### src/rtl/attn_pkg.sv
// Shared defaults, FSM state type and width helpers for the binary attention core.
package attn_pkg;

    localparam int unsigned SEQ_LEN_DEF = 30;
    localparam int unsigned D_MODEL_DEF = 16;

    typedef enum logic [1:0] {
        StIdle = 2'd0,
        StLoad = 2'd1,
        StAcc  = 2'd2,
        StOut  = 2'd3
    } attn_state_e;

    // Signed score spans -D_MODEL..+D_MODEL.
    function automatic int unsigned score_w(int unsigned d_model);
        return $clog2(d_model + 1) + 1;
    endfunction

    function automatic int unsigned acc_w(int unsigned d_model, int unsigned seq_len);
        return score_w(d_model) + $clog2(seq_len);
    endfunction

endpackage

### src/rtl/binary_attn_core_if.sv
// Token-in / vector-out handshake bundle for binary_attn_core.
interface binary_attn_core_if
    import attn_pkg::*;
#(
    parameter int unsigned D_MODEL = D_MODEL_DEF,
    parameter int unsigned LEN_W   = $clog2(SEQ_LEN_DEF + 1)
);
    logic               in_valid;
    logic               in_ready;
    logic [D_MODEL-1:0] q_in;
    logic [D_MODEL-1:0] k_in;
    logic [D_MODEL-1:0] v_in;
    logic [LEN_W-1:0]   cfg_len;
    logic               cfg_causal;
    logic               out_valid;
    logic               out_ready;
    logic [D_MODEL-1:0] out_data;
    logic [LEN_W-1:0]   out_idx;
    logic               out_last;
    logic               busy;

    modport master (
        output in_valid, q_in, k_in, v_in, cfg_len, cfg_causal, out_ready,
        input  in_ready, out_valid, out_data, out_idx, out_last, busy
    );

    modport slave (
        input  in_valid, q_in, k_in, v_in, cfg_len, cfg_causal, out_ready,
        output in_ready, out_valid, out_data, out_idx, out_last, busy
    );
endinterface

### src/rtl/xnor_popcount_score.sv
// Combinational binary dot product: D_MODEL - 2*popcount(a ^ b) as a signed score.
module xnor_popcount_score #(
    parameter int unsigned D_MODEL = 16,
    parameter int unsigned SW      = 6
) (
    input  logic [D_MODEL-1:0]    i_a,
    input  logic [D_MODEL-1:0]    i_b,
    output logic signed [SW-1:0]  o_s
);
    logic [D_MODEL-1:0] w_diff;
    logic [SW-1:0]      w_cnt;

    assign w_diff = i_a ^ i_b;

    always_comb begin
        w_cnt = '0;
        for (int i = 0; i < D_MODEL; i++) begin
            w_cnt = w_cnt + SW'(w_diff[i]);
        end
    end

    // Modular subtraction wraps into the correct two's-complement score.
    assign o_s = $signed(SW'(D_MODEL) - {w_cnt[SW-2:0], 1'b0});
endmodule

### src/rtl/binary_attn_core.sv
// Binary self-attention core: buffers q/k/v tokens, accumulates one key per cycle per query,
// emits one sign-binarised vector per query.
module binary_attn_core
    import attn_pkg::*;
#(
    parameter int unsigned SEQ_LEN = SEQ_LEN_DEF,
    parameter int unsigned D_MODEL = D_MODEL_DEF,
    parameter int unsigned LEN_W   = $clog2(SEQ_LEN + 1)
) (
    input logic               clk,
    input logic               rst_n,
    binary_attn_core_if.slave bus
);
    localparam int unsigned SW    = score_w(D_MODEL);
    localparam int unsigned AW    = acc_w(D_MODEL, SEQ_LEN);
    localparam int unsigned IDX_W = (SEQ_LEN > 1) ? $clog2(SEQ_LEN) : 1;
    localparam logic [LEN_W-1:0] LEN_MAX = LEN_W'(SEQ_LEN);

    attn_state_e         r_state;
    logic [LEN_W-1:0]    r_len;
    logic                r_causal;
    logic [LEN_W-1:0]    r_wr_ptr;
    logic [LEN_W-1:0]    r_q_idx;
    logic [LEN_W-1:0]    r_k_idx;
    logic [D_MODEL-1:0]  r_out_data;
    logic signed [AW-1:0] r_acc [D_MODEL];

    logic [D_MODEL-1:0]  r_q [SEQ_LEN];
    logic [D_MODEL-1:0]  r_k [SEQ_LEN];
    logic [D_MODEL-1:0]  r_v [SEQ_LEN];

    logic                 w_in_hs;
    logic [LEN_W-1:0]     w_len_lat;
    logic [LEN_W-1:0]     w_len_m1;
    logic [LEN_W-1:0]     w_k_last;
    logic [IDX_W-1:0]     w_wr_idx;
    logic [D_MODEL-1:0]   w_v_row;
    logic signed [SW-1:0] w_score;
    logic signed [AW-1:0] w_score_ext;
    logic signed [AW-1:0] w_acc_next [D_MODEL];
    logic [D_MODEL-1:0]   w_sign;
    logic                 w_out_last;

    assign w_in_hs   = bus.in_valid && bus.in_ready;
    assign w_len_lat = (bus.cfg_len == '0 || bus.cfg_len > LEN_MAX) ? LEN_MAX : bus.cfg_len;
    assign w_len_m1  = r_len - LEN_W'(1);
    assign w_k_last  = r_causal ? r_q_idx : w_len_m1;
    assign w_wr_idx  = (r_state == StIdle) ? '0 : r_wr_ptr[IDX_W-1:0];
    assign w_v_row   = r_v[r_k_idx[IDX_W-1:0]];

    xnor_popcount_score #(
        .D_MODEL(D_MODEL),
        .SW     (SW)
    ) u_score (
        .i_a(r_q[r_q_idx[IDX_W-1:0]]),
        .i_b(r_k[r_k_idx[IDX_W-1:0]]),
        .o_s(w_score)
    );

    assign w_score_ext = AW'(w_score);

    always_comb begin
        for (int d = 0; d < D_MODEL; d++) begin
            w_acc_next[d] = w_v_row[d] ? r_acc[d] + w_score_ext : r_acc[d] - w_score_ext;
            w_sign[d]     = ~w_acc_next[d][AW-1];
        end
    end

    always_ff @(posedge clk) begin
        if (w_in_hs) begin
            r_q[w_wr_idx] <= bus.q_in;
            r_k[w_wr_idx] <= bus.k_in;
            r_v[w_wr_idx] <= bus.v_in;
        end
    end

    always_ff @(posedge clk or negedge rst_n) begin
        if (!rst_n) begin
            r_state    <= StIdle;
            r_len      <= '0;
            r_causal   <= 1'b0;
            r_wr_ptr   <= '0;
            r_q_idx    <= '0;
            r_k_idx    <= '0;
            r_out_data <= '0;
            for (int d = 0; d < D_MODEL; d++) r_acc[d] <= '0;
        end else begin
            unique case (r_state)
                StIdle: if (w_in_hs) begin
                    r_len    <= w_len_lat;
                    r_causal <= bus.cfg_causal;
                    r_wr_ptr <= LEN_W'(1);
                    r_q_idx  <= '0;
                    r_k_idx  <= '0;
                    for (int d = 0; d < D_MODEL; d++) r_acc[d] <= '0;
                    r_state  <= (w_len_lat == LEN_W'(1)) ? StAcc : StLoad;
                end
                StLoad: if (w_in_hs) begin
                    r_wr_ptr <= r_wr_ptr + LEN_W'(1);
                    if (r_wr_ptr == w_len_m1) r_state <= StAcc;
                end
                StAcc: begin
                    for (int d = 0; d < D_MODEL; d++) r_acc[d] <= w_acc_next[d];
                    if (r_k_idx == w_k_last) begin
                        r_out_data <= w_sign;
                        r_state    <= StOut;
                    end else begin
                        r_k_idx <= r_k_idx + LEN_W'(1);
                    end
                end
                StOut: if (bus.out_ready) begin
                    if (w_out_last) begin
                        r_state <= StIdle;
                    end else begin
                        r_q_idx <= r_q_idx + LEN_W'(1);
                        r_k_idx <= '0;
                        for (int d = 0; d < D_MODEL; d++) r_acc[d] <= '0;
                        r_state <= StAcc;
                    end
                end
                default: r_state <= StIdle;
            endcase
        end
    end

    assign w_out_last    = (r_state == StOut) && (r_q_idx == w_len_m1);
    assign bus.in_ready  = (r_state == StIdle) || (r_state == StLoad);
    assign bus.out_valid = (r_state == StOut);
    assign bus.out_data  = r_out_data;
    assign bus.out_idx   = r_q_idx;
    assign bus.out_last  = w_out_last;
    assign bus.busy      = (r_state != StIdle);
endmodule

### src/flat_wrapper.sv
// flat-port wrapper written by rule: the top's interface ports become plain ports
module binary_attn_core_flat import attn_pkg::*;
#(
    parameter int unsigned SEQ_LEN = SEQ_LEN_DEF,
    parameter int unsigned D_MODEL = D_MODEL_DEF,
    parameter int unsigned LEN_W   = $clog2(SEQ_LEN + 1)
)
  (clk, rst_n, bus_in_valid, bus_q_in, bus_k_in, bus_v_in, bus_cfg_len, bus_cfg_causal, bus_out_ready, bus_in_ready, bus_out_valid, bus_out_data, bus_out_idx, bus_out_last, bus_busy);
  binary_attn_core_if #(.D_MODEL(D_MODEL), .LEN_W(LEN_W)) bus_i ();
  input logic clk;
  input logic rst_n;
  input wire logic [$bits(bus_i.in_valid)-1:0] bus_in_valid;
  input wire logic [$bits(bus_i.q_in)-1:0] bus_q_in;
  input wire logic [$bits(bus_i.k_in)-1:0] bus_k_in;
  input wire logic [$bits(bus_i.v_in)-1:0] bus_v_in;
  input wire logic [$bits(bus_i.cfg_len)-1:0] bus_cfg_len;
  input wire logic [$bits(bus_i.cfg_causal)-1:0] bus_cfg_causal;
  input wire logic [$bits(bus_i.out_ready)-1:0] bus_out_ready;
  output wire logic [$bits(bus_i.in_ready)-1:0] bus_in_ready;
  output wire logic [$bits(bus_i.out_valid)-1:0] bus_out_valid;
  output wire logic [$bits(bus_i.out_data)-1:0] bus_out_data;
  output wire logic [$bits(bus_i.out_idx)-1:0] bus_out_idx;
  output wire logic [$bits(bus_i.out_last)-1:0] bus_out_last;
  output wire logic [$bits(bus_i.busy)-1:0] bus_busy;
  assign bus_i.in_valid = bus_in_valid;
  assign bus_i.q_in = bus_q_in;
  assign bus_i.k_in = bus_k_in;
  assign bus_i.v_in = bus_v_in;
  assign bus_i.cfg_len = bus_cfg_len;
  assign bus_i.cfg_causal = bus_cfg_causal;
  assign bus_i.out_ready = bus_out_ready;
  assign bus_in_ready = bus_i.in_ready;
  assign bus_out_valid = bus_i.out_valid;
  assign bus_out_data = bus_i.out_data;
  assign bus_out_idx = bus_i.out_idx;
  assign bus_out_last = bus_i.out_last;
  assign bus_busy = bus_i.busy;
  binary_attn_core #(.SEQ_LEN(SEQ_LEN), .D_MODEL(D_MODEL), .LEN_W(LEN_W)) u_core (.clk(clk), .rst_n(rst_n), .bus(bus_i));
endmodule
### config.mk
export PLATFORM = sky130hd
export DESIGN_NAME = binary_attn_core_flat
export DESIGN_NICKNAME = d
export VERILOG_FILES = /design/src/rtl/attn_pkg.sv /design/src/rtl/binary_attn_core_if.sv /design/src/rtl/xnor_popcount_score.sv /design/src/rtl/binary_attn_core.sv /design/src/flat_wrapper.sv
export SDC_FILE = /design/constraint.sdc
export NUM_CORES = 2
export LEC_CHECK = 0
export ABC_AREA = 0
export CAP_MARGIN = 20
export CELL_PAD_IN_SITES_DETAIL_PLACEMENT = 1
export CELL_PAD_IN_SITES_GLOBAL_PLACEMENT = 2
export CORE_MARGIN = 2
export CORE_UTILIZATION = 30
export DETAILED_ROUTE_END_ITERATION = 6
export DONT_BUFFER_PORTS = 1
export PLACE_DENSITY_LB_ADDON = 0.1
export SYNTH_ARGS = -nofsm -noshare
export SYNTH_HDL_FRONTEND = slang
export SYNTH_HIERARCHICAL = 1
export SYNTH_SLANG_ARGS = --single-unit
### constraint.sdc
create_clock -name clk -period 10 [get_ports clk]
set_input_delay 2 -clock clk [delete_from_list [all_inputs] [get_ports clk]]
set_output_delay 2 -clock clk [all_outputs]
set_load 0.1 [all_outputs]
==> out/summary.txt <==
run status - finished clean
data arrival time of the critical path - 10150 ps
residual antenna-violating net count after detailed routing - 0
final standard cell utilization of the core - 0.347
register bit total from synthesis - 1655
effective utilization at floorplan - 0.302
GRT Util Overall - 0.186
post-synthesis cell type count - 78
detailed-router iteration count before antenna repair - 5
Port-buffer cells - 0
cell with the most instances on the worst path - sky130_fd_sc_hd__fa_1
final number of hold-violating endpoints - 0
Async SR Flop Fraction - 0.130
min cycle time layout - 9460 ps
number of nets in the synthesized netlist - 4532
cell area after synthesis - 72800 um2
Detailed Route WL - 228000 um
DR WL/cell - 29.4 um
number of gates given a new drive strength after cts - 0
Iteration-0 DRC Markers - 2834
share of post-route cells with drive strength above 1 - 0.220
routed via count - 39300
number of warnings issued by yosys - 6
Seq/Total Area, Yosys - 0.668
startpoint kind of the worst setup timing path - flop
transition time of the tightest slew-check pin - 1100 ps
Fmax - 106 MHz
core box area - 241000 um2
type of element capturing the critical path - flop
hold-fix buffers at CTS - 0
share of the clock period used by the worst path after layout - 0.946
setup slack after layout - 542 ps
root buffer cell - sky130_fd_sc_hd__clkbuf_16
worst min-delay path category - flop to flop
setup bufs post-CTS - 0
buffers and inverters on the worst path - 4
number of slew-limit violations in the final report - 0
Final GP Congestion - 0.730
Place WS - 198 ps
CTS Sinks - 1655
worst-path maximum fanout - 35
worst setup path class - flop to flop
num rows - 180
Final Skew - 85.5 ps
# DRC - 0
global route total overflow - 0
setup violation total in the final timing report - 0
number of nets in the layout - 4671
post-detailed-route via-to-cell ratio - 5.06
antenna violations before repair - 6
die width - 497 um
largest stage delay on the critical path - 600 ps
Worst path slowest cell - sky130_fd_sc_hd__fa_1
total of max-cap violations - 0
global-route wire length before repair - 325000 um
Post-synth EDFFs - 1440
cell taking the most area after synthesis - sky130_fd_sc_hd__edfxtp_1
CTS Buf Count - 189
TritonCTS clock tree - yes
main flop type after synthesis - sky130_fd_sc_hd__edfxtp_1
Hold Slack - 484 ps
Mean Syn Cell Area - 17.0 um2
top-level I/O count - 83
latest clock arrival within the worst-skew pair - 850 ps
via count of the first global-routing pass - 42500
largest cells by area after synthesis - sky130_fd_sc_hd__edfxtp_1, sky130_fd_sc_hd__mux4_2, sky130_fd_sc_hd__dfrtp_1, sky130_fd_sc_hd__ha_1, sky130_fd_sc_hd__mux2_2
area of the die - 247000 um2
P&R area growth vs syn - 15.0%
worst slew margin relative to its limit - 0.264
Yosys top cell area share - 0.594
slack of the worst reg-to-reg path - 540 ps
required time at the endpoint of the critical path - 10700 ps
die outline height - 497 um
maximum number of pins on one net before global-route repair - 216
gate count after technology mapping - 4277
clock-pin transition on the worst setup and hold timing paths - 60 ps
deepest clock path buffer count - 3
Clock H-tree levels - 4
family of cells with the greatest summed delay on the critical path - adder cells
post-detailed-placement half-perimeter wirelength - 129000 um
==> area by class of cell <==
cell class                      count  area (um2)
Clock buffer                      247        5040
Sequential cell                  1655       48700
Tap cell                         3185        3990
Fill cell                       24200      157000
Inverter                           96         360
Antenna cell                        5        12.5
Multi-Input combinational cell   2315       23100
Timing Repair Buffer              159        1390
Clock inverter                    107        1210
==> synthesized netlist by cell type (all sizes together) (25+ instances only) <==
| master | instances |
|---|---|
| o22ai | 29 |
| edfxtp | 1440 |
| fa | 26 |
| a22o | 40 |
| a21oi | 84 |
| nor2 | 228 |
| nand2 | 299 |
| clkbuf | 142 |
| inv | 96 |
| o21ai | 190 |
| nand3 | 25 |
| buf | 69 |
| dfrtp | 215 |
| xnor2 | 106 |
| a21o | 45 |
| mux2 | 139 |
| xor2 | 116 |
| mux2i | 65 |
| nor3 | 65 |
| mux4 | 368 |
| ha | 171 |
==> sequential cells by signal (all words and copies together) (netlist names) <==
name                 count
u_core/r_k             480
u_core/r_q             480
u_core/r_v             480
u_core/r_acc           176
u_core/bus.out_data     16
u_core/bus.out_idx       5
u_core/r_k_idx           5
u_core/r_len             5
u_core/r_wr_ptr          5
u_core/r_state           2
u_core/r_causal          1
==> placed cells by master, fill, tap and decap left out, types with 20 or more instances in the layout <==
master / instances
sky130_fd_sc_hd__a21o_1: 45
sky130_fd_sc_hd__a21oi_1: 82
sky130_fd_sc_hd__a22o_1: 40
sky130_fd_sc_hd__buf_4: 143
sky130_fd_sc_hd__clkbuf_1: 51
sky130_fd_sc_hd__clkbuf_16: 191
sky130_fd_sc_hd__clkinv_1: 31
sky130_fd_sc_hd__clkinv_2: 40
sky130_fd_sc_hd__dfrtp_1: 205
sky130_fd_sc_hd__edfxtp_1: 1440
sky130_fd_sc_hd__fa_1: 26
sky130_fd_sc_hd__ha_1: 171
sky130_fd_sc_hd__inv_1: 91
sky130_fd_sc_hd__mux2_2: 135
sky130_fd_sc_hd__mux2i_1: 65
sky130_fd_sc_hd__mux4_1: 20
sky130_fd_sc_hd__mux4_2: 348
sky130_fd_sc_hd__nand2_1: 299
sky130_fd_sc_hd__nand3_1: 25
sky130_fd_sc_hd__nor2_1: 196
sky130_fd_sc_hd__nor2_4: 29
sky130_fd_sc_hd__nor2b_1: 22
sky130_fd_sc_hd__nor3_1: 62
sky130_fd_sc_hd__o21ai_0: 187
sky130_fd_sc_hd__o22ai_1: 28
sky130_fd_sc_hd__o31ai_1: 22
sky130_fd_sc_hd__xnor2_1: 105
sky130_fd_sc_hd__xor2_1: 116
==> tightest hold or removal path: cells and delay by family, from the launching register on <==
| family | cells | cell delay [ps] |
|---|---|---|
| flip-flops | 1 | 350 |
| AO/OA/AOI/OAI | 1 | 60 |
| AND/OR/NAND/NOR | 1 | 50 |
==> layer usage <==
| metal | routed length [um] | track usage |
|---|---|---|
| met5 | 0 | 0 |
| met1 | 102000 | 0.249 |
| met4 | 4700 | 0.0413 |
| met3 | 8940 | 0.0313 |
| met2 | 113000 | 0.316 |
==> logic make-up after synthesis <==
group / after synthesis / synth area share
adder cells (fa/ha/maj): 197 / 0.0365
buffers and inverters: 307 / 0.0191
XOR/XNOR: 241 / 0.0328
AO/OA/AOI/OAI: 585 / 0.0547
multiplexers: 572 / 0.146
other: 1 / 0.0000515
flip-flops: 1655 / 0.668
AND/OR/NAND/NOR: 719 / 0.0432
==> final timing paths <==
kind | end | startpoint | depth (start not counted)
worst max-delay path | u_core/bus.out_data[10] | u_core/r_k_idx[0] | 28
worst min-delay path | u_core/r_acc[140] | u_core/r_acc[140] | 2
worst max register to register | u_core/bus.out_data[10] | u_core/r_k_idx[0] | 28
worst min register to register | u_core/r_acc[140] | u_core/r_acc[140] | 2
max in group asynchronous | u_core/bus.out_idx[0] | rst_n | 0
min in group asynchronous | u_core/bus.out_data[12] | rst_n | 0
==> per-stage QoR <==
step | cell area [um2] | TNS (ps) | cells
2_1_floorplan | 72800 | 0 | 4277
3_3_place_gp | 77300 | 0 | 7395
3_5_place_dp | 77300 | 0 | 7397
4_1_cts | 83600 | 0 | 7751
5_1_grt | 83700 | -3.49 | 7767
6_report | 83700 | 0 | 7769
Power is left out: the tool's default activity adds up to more than one toggle a clock period on the data nets, which glitch-free logic cannot reach.
